<file path="src/rtl/fetch_decode_unit_if.sv">
// Instruction-memory read port between the fetch/decode front end and a synchronous ROM.
// The memory returns the addressed word one cycle after imem_en and holds it while imem_en is low.
interface fetch_decode_unit_if #(
    parameter int ADDR_W = 8
);
    logic              imem_en;
    logic [ADDR_W-1:0] instr_addr;
    logic [15:0]       imem_rdata;

    modport master (output imem_en, output instr_addr, input imem_rdata);
    modport slave  (input imem_en, input instr_addr, output imem_rdata);
endinterface

</file>
<file path="src/rtl/fetch_decode_unit.sv">
// Fetch/decode front end: PC, instruction register, decode, taken-branch redirect with
// wrong-path squash, stall freeze and a HALT/resume state machine.
module fetch_decode_unit #(
    parameter int                ADDR_W   = 8,
    parameter logic [ADDR_W-1:0] RESET_PC = '0
) (
    input  logic                clk,
    input  logic                rst,
    input  logic                stall,
    input  logic                zero_flag,
    input  logic                resume,
    fetch_decode_unit_if.master imem,
    output logic                dec_valid,
    output logic [ADDR_W-1:0]   d_pc,
    output logic [3:0]          opcode,
    output logic [2:0]          wreg_sig,
    output logic [2:0]          rreg_sig1,
    output logic [2:0]          rreg_sig2,
    output logic [5:0]          immediate,
    output logic                source2_select,
    output logic                alu_out_select,
    output logic                regwrite_flag,
    output logic                mem_write,
    output logic                pc_select,
    output logic [ADDR_W-1:0]   jump_addr,
    output logic                halted
);
    typedef enum logic [0:0] {ST_RUN, ST_HALT} state_t;

    state_t            state_reg;
    logic [ADDR_W-1:0] pc_reg, f_pc_reg, d_pc_reg;
    logic              f_valid_reg, d_valid_reg;
    logic [15:0]       ir_reg;

    logic              is_r, is_i, is_ld, is_st, is_jmp, is_bz, is_halt;
    logic              running, advance, redirect, halt_take;
    logic [ADDR_W-1:0] bz_offset, bz_target, target, fetch_addr, pc_next;

    assign opcode    = ir_reg[15:12];
    assign wreg_sig  = ir_reg[11:9];
    assign rreg_sig1 = ir_reg[8:6];
    assign rreg_sig2 = ir_reg[5:3];
    assign immediate = ir_reg[5:0];

    assign is_r    = (opcode != 4'h0) && !opcode[3];
    assign is_i    = (opcode[3:2] == 2'b10);
    assign is_ld   = (opcode == 4'hC);
    assign is_st   = (opcode == 4'hD);
    assign is_jmp  = (opcode == 4'hE);
    assign is_bz   = (opcode == 4'hF) && !ir_reg[11];
    assign is_halt = (opcode == 4'hF) && ir_reg[11];

    // Sign-extend the 6-bit branch offset to the address width.
    generate
        for (genvar gi = 0; gi < ADDR_W; gi++) begin : g_bz_sext
            if (gi < 6) begin : g_low
                assign bz_offset[gi] = ir_reg[gi];
            end else begin : g_high
                assign bz_offset[gi] = ir_reg[5];
            end
        end
    endgenerate

    assign bz_target = d_pc_reg + bz_offset;
    assign target    = is_jmp ? ir_reg[ADDR_W-1:0] : bz_target;

    assign running   = !rst && (state_reg == ST_RUN);
    assign dec_valid = running && d_valid_reg;
    assign advance   = running && !stall;
    assign redirect  = advance && d_valid_reg && (is_jmp || (is_bz && zero_flag));
    assign halt_take = advance && d_valid_reg && is_halt;

    // A taken redirect issues its target in the same cycle it is decoded.
    assign fetch_addr = redirect ? target : pc_reg;
    assign pc_next    = fetch_addr + 1'b1;

    assign imem.imem_en    = advance && !halt_take;
    assign imem.instr_addr = fetch_addr;

    assign d_pc           = d_pc_reg;
    assign jump_addr      = target;
    assign pc_select      = redirect;
    assign regwrite_flag  = dec_valid && (is_r || is_i || is_ld);
    assign source2_select = dec_valid && (is_i || is_ld || is_st);
    assign alu_out_select = dec_valid && is_ld;
    assign mem_write      = dec_valid && is_st;
    assign halted         = !rst && (state_reg == ST_HALT);

    always_ff @(posedge clk) begin
        if (rst) begin
            pc_reg      <= RESET_PC;
            f_valid_reg <= 1'b0;
            f_pc_reg    <= RESET_PC;
            ir_reg      <= 16'h0000;
            d_valid_reg <= 1'b0;
            d_pc_reg    <= RESET_PC;
            state_reg   <= ST_RUN;
        end else if (!stall) begin
            case (state_reg)
                ST_RUN: begin
                    if (halt_take) begin
                        // Younger fetches are dropped; resume restarts right after the HALT.
                        f_valid_reg <= 1'b0;
                        d_valid_reg <= 1'b0;
                        pc_reg      <= d_pc_reg + 1'b1;
                        state_reg   <= ST_HALT;
                    end else begin
                        pc_reg      <= pc_next;
                        f_valid_reg <= 1'b1;
                        f_pc_reg    <= fetch_addr;
                        ir_reg      <= imem.imem_rdata;
                        d_valid_reg <= f_valid_reg && !redirect;
                        d_pc_reg    <= f_pc_reg;
                    end
                end
                ST_HALT: begin
                    if (resume) begin
                        state_reg <= ST_RUN;
                    end
                end
                default: state_reg <= ST_RUN;
            endcase
        end
    end
endmodule

</file>
<file path="src/flat_wrapper.sv">
// flat-port wrapper written by rule: the top's interface ports become plain ports
module fetch_decode_unit_flat 
#(
    parameter int                ADDR_W   = 8,
    parameter logic [ADDR_W-1:0] RESET_PC = '0
)
  (clk, rst, stall, zero_flag, resume, dec_valid, d_pc, opcode, wreg_sig, rreg_sig1, rreg_sig2, immediate, source2_select, alu_out_select, regwrite_flag, mem_write, pc_select, jump_addr, halted, imem_imem_en, imem_instr_addr, imem_imem_rdata);
  fetch_decode_unit_if #(.ADDR_W(ADDR_W)) imem_i ();
  input  logic clk;
  input  logic rst;
  input  logic stall;
  input  logic zero_flag;
  input  logic resume;
  output logic dec_valid;
  output logic [ADDR_W-1:0] d_pc;
  output logic [3:0] opcode;
  output logic [2:0] wreg_sig;
  output logic [2:0] rreg_sig1;
  output logic [2:0] rreg_sig2;
  output logic [5:0] immediate;
  output logic source2_select;
  output logic alu_out_select;
  output logic regwrite_flag;
  output logic mem_write;
  output logic pc_select;
  output logic [ADDR_W-1:0] jump_addr;
  output logic halted;
  output wire logic [$bits(imem_i.imem_en)-1:0] imem_imem_en;
  output wire logic [$bits(imem_i.instr_addr)-1:0] imem_instr_addr;
  input wire logic [$bits(imem_i.imem_rdata)-1:0] imem_imem_rdata;
  assign imem_imem_en = imem_i.imem_en;
  assign imem_instr_addr = imem_i.instr_addr;
  assign imem_i.imem_rdata = imem_imem_rdata;
  fetch_decode_unit #(.ADDR_W(ADDR_W), .RESET_PC(RESET_PC)) u_core (.clk(clk), .rst(rst), .stall(stall), .zero_flag(zero_flag), .resume(resume), .imem(imem_i), .dec_valid(dec_valid), .d_pc(d_pc), .opcode(opcode), .wreg_sig(wreg_sig), .rreg_sig1(rreg_sig1), .rreg_sig2(rreg_sig2), .immediate(immediate), .source2_select(source2_select), .alu_out_select(alu_out_select), .regwrite_flag(regwrite_flag), .mem_write(mem_write), .pc_select(pc_select), .jump_addr(jump_addr), .halted(halted));
endmodule
</file>
<file path="config.mk">
export PLATFORM = sky130hd
export DESIGN_NAME = fetch_decode_unit_flat
export DESIGN_NICKNAME = d
export VERILOG_FILES = /design/src/rtl/fetch_decode_unit_if.sv /design/src/rtl/fetch_decode_unit.sv /design/src/flat_wrapper.sv
export SDC_FILE = /design/constraint.sdc
export NUM_CORES = 1
export LEC_CHECK = 0
export ABC_AREA = 1
export BUFFER_PORTS_ARGS = -buffer_cell sky130_fd_sc_hd__buf_2
export CORE_MARGIN = 3
export CORE_UTILIZATION = 53
export DETAILED_ROUTE_END_ITERATION = 10
export GPL_ROUTABILITY_DRIVEN = 0
export PLACE_DENSITY = 0.91
export SYNTH_ARGS = -nofsm -noshare
export SYNTH_HDL_FRONTEND = slang
export SYNTH_SLANG_ARGS = --single-unit
</file>
<file path="constraint.sdc">
create_clock -name clk -period 3 [get_ports clk]
set_input_delay 0.6 -clock clk [delete_from_list [all_inputs] [get_ports clk]]
set_output_delay 0.6 -clock clk [all_outputs]
set_load 0.01 [all_outputs]
</file>
== Word-level counts from Yosys, hierarchy flattened ==
Index checks and enable logic that the tools add are counted.

* Add/sub/neg operators: 3
* Equality and inequality tests: 5
* Multiplexer cells: 8
* Bitwise operators: 3
* Reductions and logical operators: 31

{| class="wikitable"
|+ Operators by type and width
! operator !! number
|-
| $mux W8 || 3
|-
| $logic_and A1 B1 Y1 || 17
|-
| $add A8 B1 Y8 const B || 2
|-
| $eq A4 B4 Y1 const B || 4
|-
| $add A8 B8 Y8 || 1
|-
| $logic_not A1 Y1 || 6
|-
| $logic_or A1 B1 Y1 || 5
|-
| $mux W1 || 4
|-
| $reduce_bool A4 Y1 || 1
|-
| $not A1 Y1 || 3
|-
| $reduce_and A3 Y1 || 1
|-
| $eq A2 B2 Y1 const B || 1
|-
| $pmux W1 S2 || 1
|-
| $reduce_and A2 Y1 || 1
|}

* Flip-flop bits (word level): 43
* Bits of input ports: 21
* Output and inout port bits: 51
* Word-level logic and storage cells: 57

== Depth between registers and ports, before layout ==
Gate-level depths: netlist of the first run.

* Word-level depth: 8
* Mapped depth: 19

== Worst setup path before layout of the first run ==
OpenSTA, ideal clock, no wires.

* Kind: reg-to-reg
* Start: register u_core.d_pc_reg[0] (netlist: u_core.d_pc[0])
* End: register u_core.pc_reg[6]
* Setup time: 113 ps
* Arrival time: 2,278 ps
* Required time: 2,887 ps
* Path slack: 609 ps
* Cell stages (with the launch flop): 20
* Buffers on the path: 0
* Period minus slack after synthesis: 2,391 ps
* Path through: dfxtp_1 > ha_1 > inv_1 > fa_1 > inv_1 > nand2_1 > nand2_1 > nand2_1 > nand2_1 > nand3_1 > nand2_1 > nand2_1 > nand2_2 > nand2_1 > nor2_2 > nand3_1 > nand2_1 > nand2_1 > o21ai_1 > inv_1

* Cells in the longest elaborated chain, start to end: 5

{| class="wikitable"
|+ RTL lines
! item !! RTL line !! source
|-
| start: declaration || fetch_decode_unit.sv:31 || <nowiki>logic [ADDR_W-1:0] pc_reg, f_pc_reg, d_pc_reg;</nowiki>
|-
| start signal: assignment || fetch_decode_unit.sv:113 || <nowiki>d_pc_reg <= f_pc_reg;</nowiki>
|-
| $add A8 B8 Y8 || fetch_decode_unit.sv:64 || <nowiki>assign bz_target = d_pc_reg + bz_offset;</nowiki>
|-
| $mux W8 || fetch_decode_unit.sv:65 || <nowiki>assign target = is_jmp ? ir_reg[ADDR_W-1:0] : bz_target;</nowiki>
|-
| via jump_addr[2] || flat_wrapper.sv:26 || <nowiki>output logic [ADDR_W-1:0] jump_addr;</nowiki>
|-
| $mux W8 || fetch_decode_unit.sv:74 || <nowiki>assign fetch_addr = redirect ? target : pc_reg;</nowiki>
|-
| via imem_instr_addr[2] || flat_wrapper.sv:29 || <nowiki>output wire logic [$bits(imem_i.instr_addr)-1:0] imem_instr_addr;</nowiki>
|-
| $add A8 B1 Y8 || fetch_decode_unit.sv:75 || <nowiki>assign pc_next = fetch_addr + 1'b1;</nowiki>
|-
| $mux W8 || fetch_decode_unit.sv:101 || <nowiki>if (halt_take) begin</nowiki>
|-
| end signal: assignment || fetch_decode_unit.sv:105 || <nowiki>pc_reg <= d_pc_reg + 1'b1;</nowiki>
|-
| end signal: assignment || fetch_decode_unit.sv:108 || <nowiki>pc_reg <= pc_next;</nowiki>
|-
| end: declaration || fetch_decode_unit.sv:31 ||
|}

The timed path passes the listed nets, and every way through them passes these cells.
A chain may end at the register's enable or synchronous reset.

== Worst setup path after layout of the first run ==
* Start: register u_core.d_pc_reg[0] (netlist: u_core.d_pc[0])
* End: output port imem_instr_addr[6]

* Cells in the longest elaborated chain, start to end: 3

{| class="wikitable"
|+ RTL lines
! item !! RTL line
|-
| $add A8 B8 Y8 || fetch_decode_unit.sv:64
|-
| $mux W8 || fetch_decode_unit.sv:65
|-
| $mux W8 || fetch_decode_unit.sv:74
|-
| end: declaration || flat_wrapper.sv:29
|}

Every way passes these cells.

==> impl_metrics.env, run 1 <==
export IMPL_crit_arrival_ps=2210
export IMPL_leakagePower_nw=1.760
export IMPL_synthFlopType="dfxtp_1"
export IMPL_fillers=425
export IMPL_drive_gt1_frac=0.2296
export IMPL_initial_utilization=0.5582
export IMPL_hp_class="reg2reg"
export IMPL_num_vias=2832
export IMPL_final_cell_mix="94 x nand2_1, 71 x buf_2, 59 x inv_1, 47 x nor2_1, 43 x nand3_1"
export IMPL_path_max_fanout=4
export IMPL_hpwl_um=5176
export IMPL_cts_buffers_inserted=5
export IMPL_diodes=0
export IMPL_synth_area_mux_share=0
export IMPL_pwr_share_seq=0.464
export IMPL_ys_ff_latch=43
export IMPL_drt_pass1_iter_count=6
export IMPL_finalCritPeriodShare=0.9371
export IMPL_period_needed_ps=2811
export IMPL_clkTransAtPathRegs_ps=80
export IMPL_antenna_found_initial=0
export IMPL_syn2layout_area_growth_pct=17.56
export IMPL_switching_share=0.2990
export IMPL_nNetsFinal=509
export IMPL_dpl_cell_count=539
export IMPL_async_reset_ff_frac=0
export IMPL_critPathCaptureType="output pin"
export IMPL_synth_top_family_by_area="simple AND/OR/NAND/NOR gates"
export IMPL_cts_htree_levels=2
export IMPL_rows=25
export IMPL_overflow=0
export IMPL_maxCapViolCount=0
export IMPL_synthDistinctLibCells=37
export IMPL_wl_per_cell_um=12.28
export IMPL_outcome="completed"
export IMPL_power_density_nw_per_um2=436.2
export IMPL_clock_fmax_mhz=355.7
export IMPL_synth_edf_count=0
export IMPL_cp_common_cell="nand2_1"
export IMPL_fin_tns_setup_ps=0
export IMPL_max_slew_margin=0.5991
export IMPL_power_internal_uw=960.3
export IMPL_drt_iter0_drc=157
export IMPL_die_w_um=77.00
export IMPL_drc=0
export IMPL_finalHoldViolCount=0
export IMPL_syn_area_sq_um=2671
export IMPL_yosys_top_cells_area="dfxtp_1 32%, nand2_1 13%, inv_1 8.3%"
export IMPL_setup_violations=0
export IMPL_cts_root_buf="clkbuf_8"
export IMPL_ios=72
export IMPL_criticalPathCategory="reg2out"
export IMPL_worst_path_largest_cell_delay_ps=380
export IMPL_grt_setup_unrepaired="false"
export IMPL_cts_tree="done"
export IMPL_grt_max_degree=37
export IMPL_core_region_area_sq_um=4786
export IMPL_slew_violations=0
export IMPL_fin_skew_ps=5.812
export IMPL_final_common_cell="nand2_1"
export IMPL_wl_um=6707
export IMPL_ys_seq_area_frac=0.3222
export IMPL_tightest_slew_ps=600.8
export IMPL_port_buffers=71
export IMPL_largest_reg_flops=16
export IMPL_grt_pass1_vias=2709
export IMPL_cts_setup_buffers=0
export IMPL_synth_avg_cell_area_sq_um=6.437
export IMPL_p_comb_frac=0.218
export IMPL_detail_route_antenna_nets=0
export IMPL_ys_warn_count=0
export IMPL_clk_path_buf_depth=2
export IMPL_grt_usage=0.2330
export IMPL_synth_simple_gate_area_share=0.3578
export IMPL_die_y_um=77.00
export IMPL_numClockSinks=43
export IMPL_clkPwrFrac=0.318
export IMPL_die_area_sq_um=5928
export IMPL_grt_pass1_wl_um=11470
export IMPL_yosys_area_top_type_share=0.3222
export IMPL_viasPerCell=5.187
export IMPL_crit_chain="ha_1, inv_1, fa_1, inv_1, nand2_1, nand2_1, nand3_1, nand3_1, nand2_1, nand2_1, nand3_1, nand2_1, inv_1, buf_2"
export IMPL_critPathSlowestCell="fa_1"
export IMPL_synthAdderAreaFrac=0.04496
export IMPL_clk_latency_ps=300
export IMPL_fin_cells=546
export IMPL_yosys_area_share_xor_xnor=0.01639
export IMPL_syn_inst=415
export IMPL_seqCellArea_sq_um=862.1
export IMPL_p_sw_uw=409.6
export IMPL_synth_compound_area_frac=0.1251
export IMPL_syn_nets=445
export IMPL_yosysTopAreaCell="dfxtp_1"
export IMPL_worstPathRequired_ps=2400
export IMPL_ir_worst_vdd_mv=0.3226
export IMPL_start_kind="flip-flop"
export IMPL_multiInputGateArea_sq_um=1454
==> synth_stat cells, types with 2 or more instances <==
cell      instances
nand2_1          94
inv_1            59
nor2_1           47
dfxtp_1          43
nand3_1          43
o21ai_0          35
a21oi_1          21
nand2_2           9
clkbuf_1          8
ha_1              8
xor2_1            5
buf_4             4
inv_2             4
nand2_4           3
nor2_2            3
o21ai_1           3
buf_2             2
buf_6             2
nand3_4           2
nor2_4            2
or2_2             2
==> stage by stage <==
stage / utilization / power, mW / setup slack, ps / instance area, sq um / hold slack (ps)
final: 0.6562 / 1.370 / 188.8 / 3141 / 466.8
after global routing: 0.6562 / 1.446 / 3.002 / 3141 / 489.4
after CTS: 0.6559 / 1.377 / 140.4 / 3139 / 473.2
after detailed placement: 0.6345 / 0.9423 / 244.1 / 3037 / 462.2
after global placement: 0.6345 / 0.9349 / 361.5 / 3037 / 451.2
after floorplan: - / 0.8425 / 609.4 / 2671 / 428.6
==> metal layers <==
layer / up-vias / global-route usage / routed length [um]
li1: 1425 / - / -
met1: 1270 / 0.2826 / 2948
met2: 115 / 0.3894 / 3102
met3: 22 / 0.05516 / 466
met4: 0 / 0.1068 / 190
met5: - / 0 / 0
==> power by group through the flow <==
stage	Sequential, mW	Combinational, mW	Clock, mW
CTS	0.635	0.297	0.445
finish	0.636	0.298	0.436
global route	0.641	0.336	0.470
floorplan	0.652	0.190	0
detailed placement	0.648	0.294	0
global placement	0.648	0.287	0
==> critical path: cells and delay by family (launching register included) <==
kind | cells | cell delay, ps
buffers and inverters | 4 | 360
adder cells (fa/ha/maj) | 2 | 560
flip-flops | 1 | 370
AND/OR/NAND/NOR | 8 | 630
==> kinds of logic (layout without fill, tap and decap cells) <==
family,after synthesis,after routing
xor+xnor,5,5
buf+inv,84,148
fa+ha+maj,9,9
compound gates,64,64
simple gates,210,210
flops,43,43
==> repair_timing <==
| item | in CTS | in global routing |
|---|---|---|
| resized for setup | 0 | 1 |
| endpoints found under the setup margin | 0 | 1 |
| endpoints found under the hold margin | 0 | 0 |
| hold buffers | 0 | 0 |
==> area by class of cell <==
cell class	count	area share
Clock buffer	6	0.02311
Inverter	67	0.08287
Sequential cell	43	0.2745
Clock inverter	1	0.009562
Tap cell	67	0.02669
Multi-Input combinational cell	288	0.4629
Timing Repair Buffer	74	0.1203
==> worst paths after layout <==
check	from	endpoint	slack, ps	cells after the start
worst max-delay path	u_core.d_pc[0]$_SDFFE_PP0P_	imem_instr_addr[6]	190	14
worst min-delay path	u_core.f_valid_reg$_SDFFE_PP0P_	u_core.f_valid_reg$_SDFFE_PP0P_	470	2
worst max register to register	u_core.d_pc[0]$_SDFFE_PP0P_	u_core.pc_reg[6]$_SDFFE_PP0P_	450	19
worst min register to register	u_core.f_valid_reg$_SDFFE_PP0P_	u_core.f_valid_reg$_SDFFE_PP0P_	470	2
No activity file was read; power rests on OpenSTA's default activity.
==> inputs of run 2 (changes only) <==
--- a/config.mk
+++ b/config.mk
@@ -11,2 +11,3 @@
 export CORE_UTILIZATION = 53
+export CTS_CLUSTER_DIAMETER = 100
 export DETAILED_ROUTE_END_ITERATION = 10
==> constraint.sdc (replaced) <==
create_clock -name clk -period 3 [get_ports clk]
set_input_delay 0.15 -clock clk [delete_from_list [all_inputs] [get_ports clk]]
set_output_delay 0.15 -clock clk [all_outputs]
set_load 0.01 [all_outputs]
==> run 2 against run 1 <==
Final cell count grew 0.18%; routed wire length is 5.8% higher; hold slack worse by 400 ps; combinational power barely moved; clock power rose by 8.3%; setup slack improved by 110 ps; non-clock buffer count stayed put; die area stayed put; core utilization up 0.29 points; sequential power about the same; sequential share of layout area decreased by 0.16 points; critical endpoint is now u_core.pc_reg[6]$_SDFFE_PP0P_; largest cell class unchanged.
==> impl_metrics.env, run 2 (same netlist as run 1, synthesis figures left out) <==
export IMPL_outcome="completed"
export IMPL_num_vias=2832
export IMPL_clock_fmax_mhz=369.9
export IMPL_detail_route_antenna_nets=0
export IMPL_hp_class="in2reg"
export IMPL_max_slew_margin=0.6117
export IMPL_wl_per_cell_um=12.98
export IMPL_finalHoldViolCount=0
export IMPL_ios=72
export IMPL_path_max_fanout=4
export IMPL_diodes=0
export IMPL_overflow=0
export IMPL_grt_pass1_vias=2705
export IMPL_finalCritPeriodShare=0.9010
export IMPL_port_buffers=71
export IMPL_cts_root_buf="clkbuf_8"
export IMPL_critPathCaptureType="flip-flop"
export IMPL_clk_latency_ps=300
export IMPL_crit_arrival_ps=2900
export IMPL_grt_pass1_wl_um=11940
export IMPL_setup_violations=0
export IMPL_cts_resized=0
export IMPL_final_common_cell="nand2_1"
export IMPL_clk_path_buf_depth=2
export IMPL_drive_gt1_frac=0.2313
export IMPL_clkPwrFrac=0.335
export IMPL_start_kind="flip-flop"
export IMPL_viasPerCell=5.177
export IMPL_drc=0
export IMPL_numClockSinks=43
export IMPL_die_y_um=77.00
export IMPL_p_comb_frac=0.212
export IMPL_switching_share=0.3004
export IMPL_pwr_share_seq=0.452
export IMPL_cts_buffers_inserted=5
export IMPL_die_area_sq_um=5928
export IMPL_fin_tns_setup_ps=0
export IMPL_cts_hold_buf=0
export IMPL_setup_slack_ps=296.9
export IMPL_period_needed_ps=2703
export IMPL_maxCapViolCount=0
export IMPL_slew_violations=0
export IMPL_wl_um=7098
export IMPL_antenna_found_initial=0
export IMPL_ir_worst_vdd_mv=0.2967
export IMPL_grt_setup_unrepaired="false"
export IMPL_tightest_slew_ps=581.8
export IMPL_cts_tree="done"
export IMPL_drt_pass1_iter_count=5
export IMPL_total_power_mw=1.409
export IMPL_power_internal_uw=985.7
export IMPL_clkTransAtPathRegs_ps=80
export IMPL_leakagePower_nw=1.770
export IMPL_place_worst_setup_slack_ps=405.8
export IMPL_hpwl_um=5311
export IMPL_grt_max_degree=37
export IMPL_worstPathRequired_ps=3200
export IMPL_grt_usage=0.2429
export IMPL_syn2layout_area_growth_pct=18.08
export IMPL_largest_reg_flops=16
export IMPL_final_cell_mix="94 x nand2_1, 71 x buf_2, 59 x inv_1, 47 x nor2_1"
export IMPL_p_sw_uw=423.2
export IMPL_nNetsFinal=509
export IMPL_fin_skew_ps=6.494
export IMPL_cts_htree_levels=2
export IMPL_criticalPathCategory="reg2reg"
export IMPL_power_density_nw_per_um2=446.7
export IMPL_core_region_area_sq_um=4786
export IMPL_die_w_um=77.00
export IMPL_cts_setup_buffers=0
export IMPL_rows=25
export IMPL_initial_utilization=0.5582
export IMPL_drt_iter0_drc=186
run 2: cell types whose count changed in the layout (fill, tap and decap cells not counted):
cell	before	now
clkbuf_8	5	6
dfxtp_2	1	0
clkinv_2	1	2
dfxtp_1	42	43
clkbuf_1	1	0
run 2: metal layers:
metal | track usage | vias to the layer above | part of all wire
met2 | 0.4260 | 121 | 0.48
met3 | 0.05399 | 13 | 0.080
met1 | 0.2926 | 1270 | 0.42
met5 | 0 | - | 0
li1 | - | 1428 | -
met4 | 0.08007 | 0 | 0.018
run 2: area by class of cell:
class	count	area (sq um)
flip-flops and latches	43	860.8
well taps	67	83.83
clock buffers	6	82.58
multi-input cells	288	1454
repair buffers	74	377.9
fillers	446	1632
inverters	67	260.3
clock inverters	2	35.03
run 2: worst max-delay path, stage by stage (launching register included):
cell and delay, ps:
dfxtp_1 400, ha_1 220, inv_1 60, fa_1 390
inv_1 130, nand2_1 70, nand2_1 60, nand2_1 50
nand2_1 110, nand3_1 120, nand2_1 140, nand2_1 70
nand2_2 100, nand2_1 70, nor2_2 150, nand3_1 110
nand2_1 90, nand2_1 50, o21ai_1 140, inv_1 50
run 2: path summary, 6_finish.rpt:
path / start / to / slack, ps / cells after the start
hold reg to reg: u_core.pc_reg[1]$_SDFFE_PP0P_ / u_core.pc_reg[1]$_SDFFE_PP0P_ / 480 / 2
hold / removal: imem_imem_rdata[4] / u_core.ir_reg[4]$_SDFFE_PP0P_ / 70 / 3
setup reg to reg: u_core.d_pc[0]$_SDFFE_PP0P_ / u_core.pc_reg[6]$_SDFFE_PP0P_ / 300 / 19
setup / recovery: u_core.d_pc[0]$_SDFFE_PP0P_ / u_core.pc_reg[6]$_SDFFE_PP0P_ / 300 / 19
run 2: per-stage QoR:
stage                     instances    util  instance area, sq um  hold slack (ps)
after global placement          539  0.6345                  3037            372.8
after global routing            547  0.6591                  3154            75.73
after floorplan                 415       -                  2671            284.9
final                           547  0.6591                  3154            66.26
after CTS                       547  0.6591                  3154            64.41
after detailed placement        539  0.6345                  3037            378.4
run 2: power groups by stage:
stage               logic (mW)  registers, mW  clock network, mW
detailed placement       0.294          0.650                  0
floorplan                0.190          0.652                  0
global placement         0.286          0.649                  0
CTS                      0.298          0.637              0.479
finish                   0.299          0.637              0.472
global route             0.337          0.642              0.502
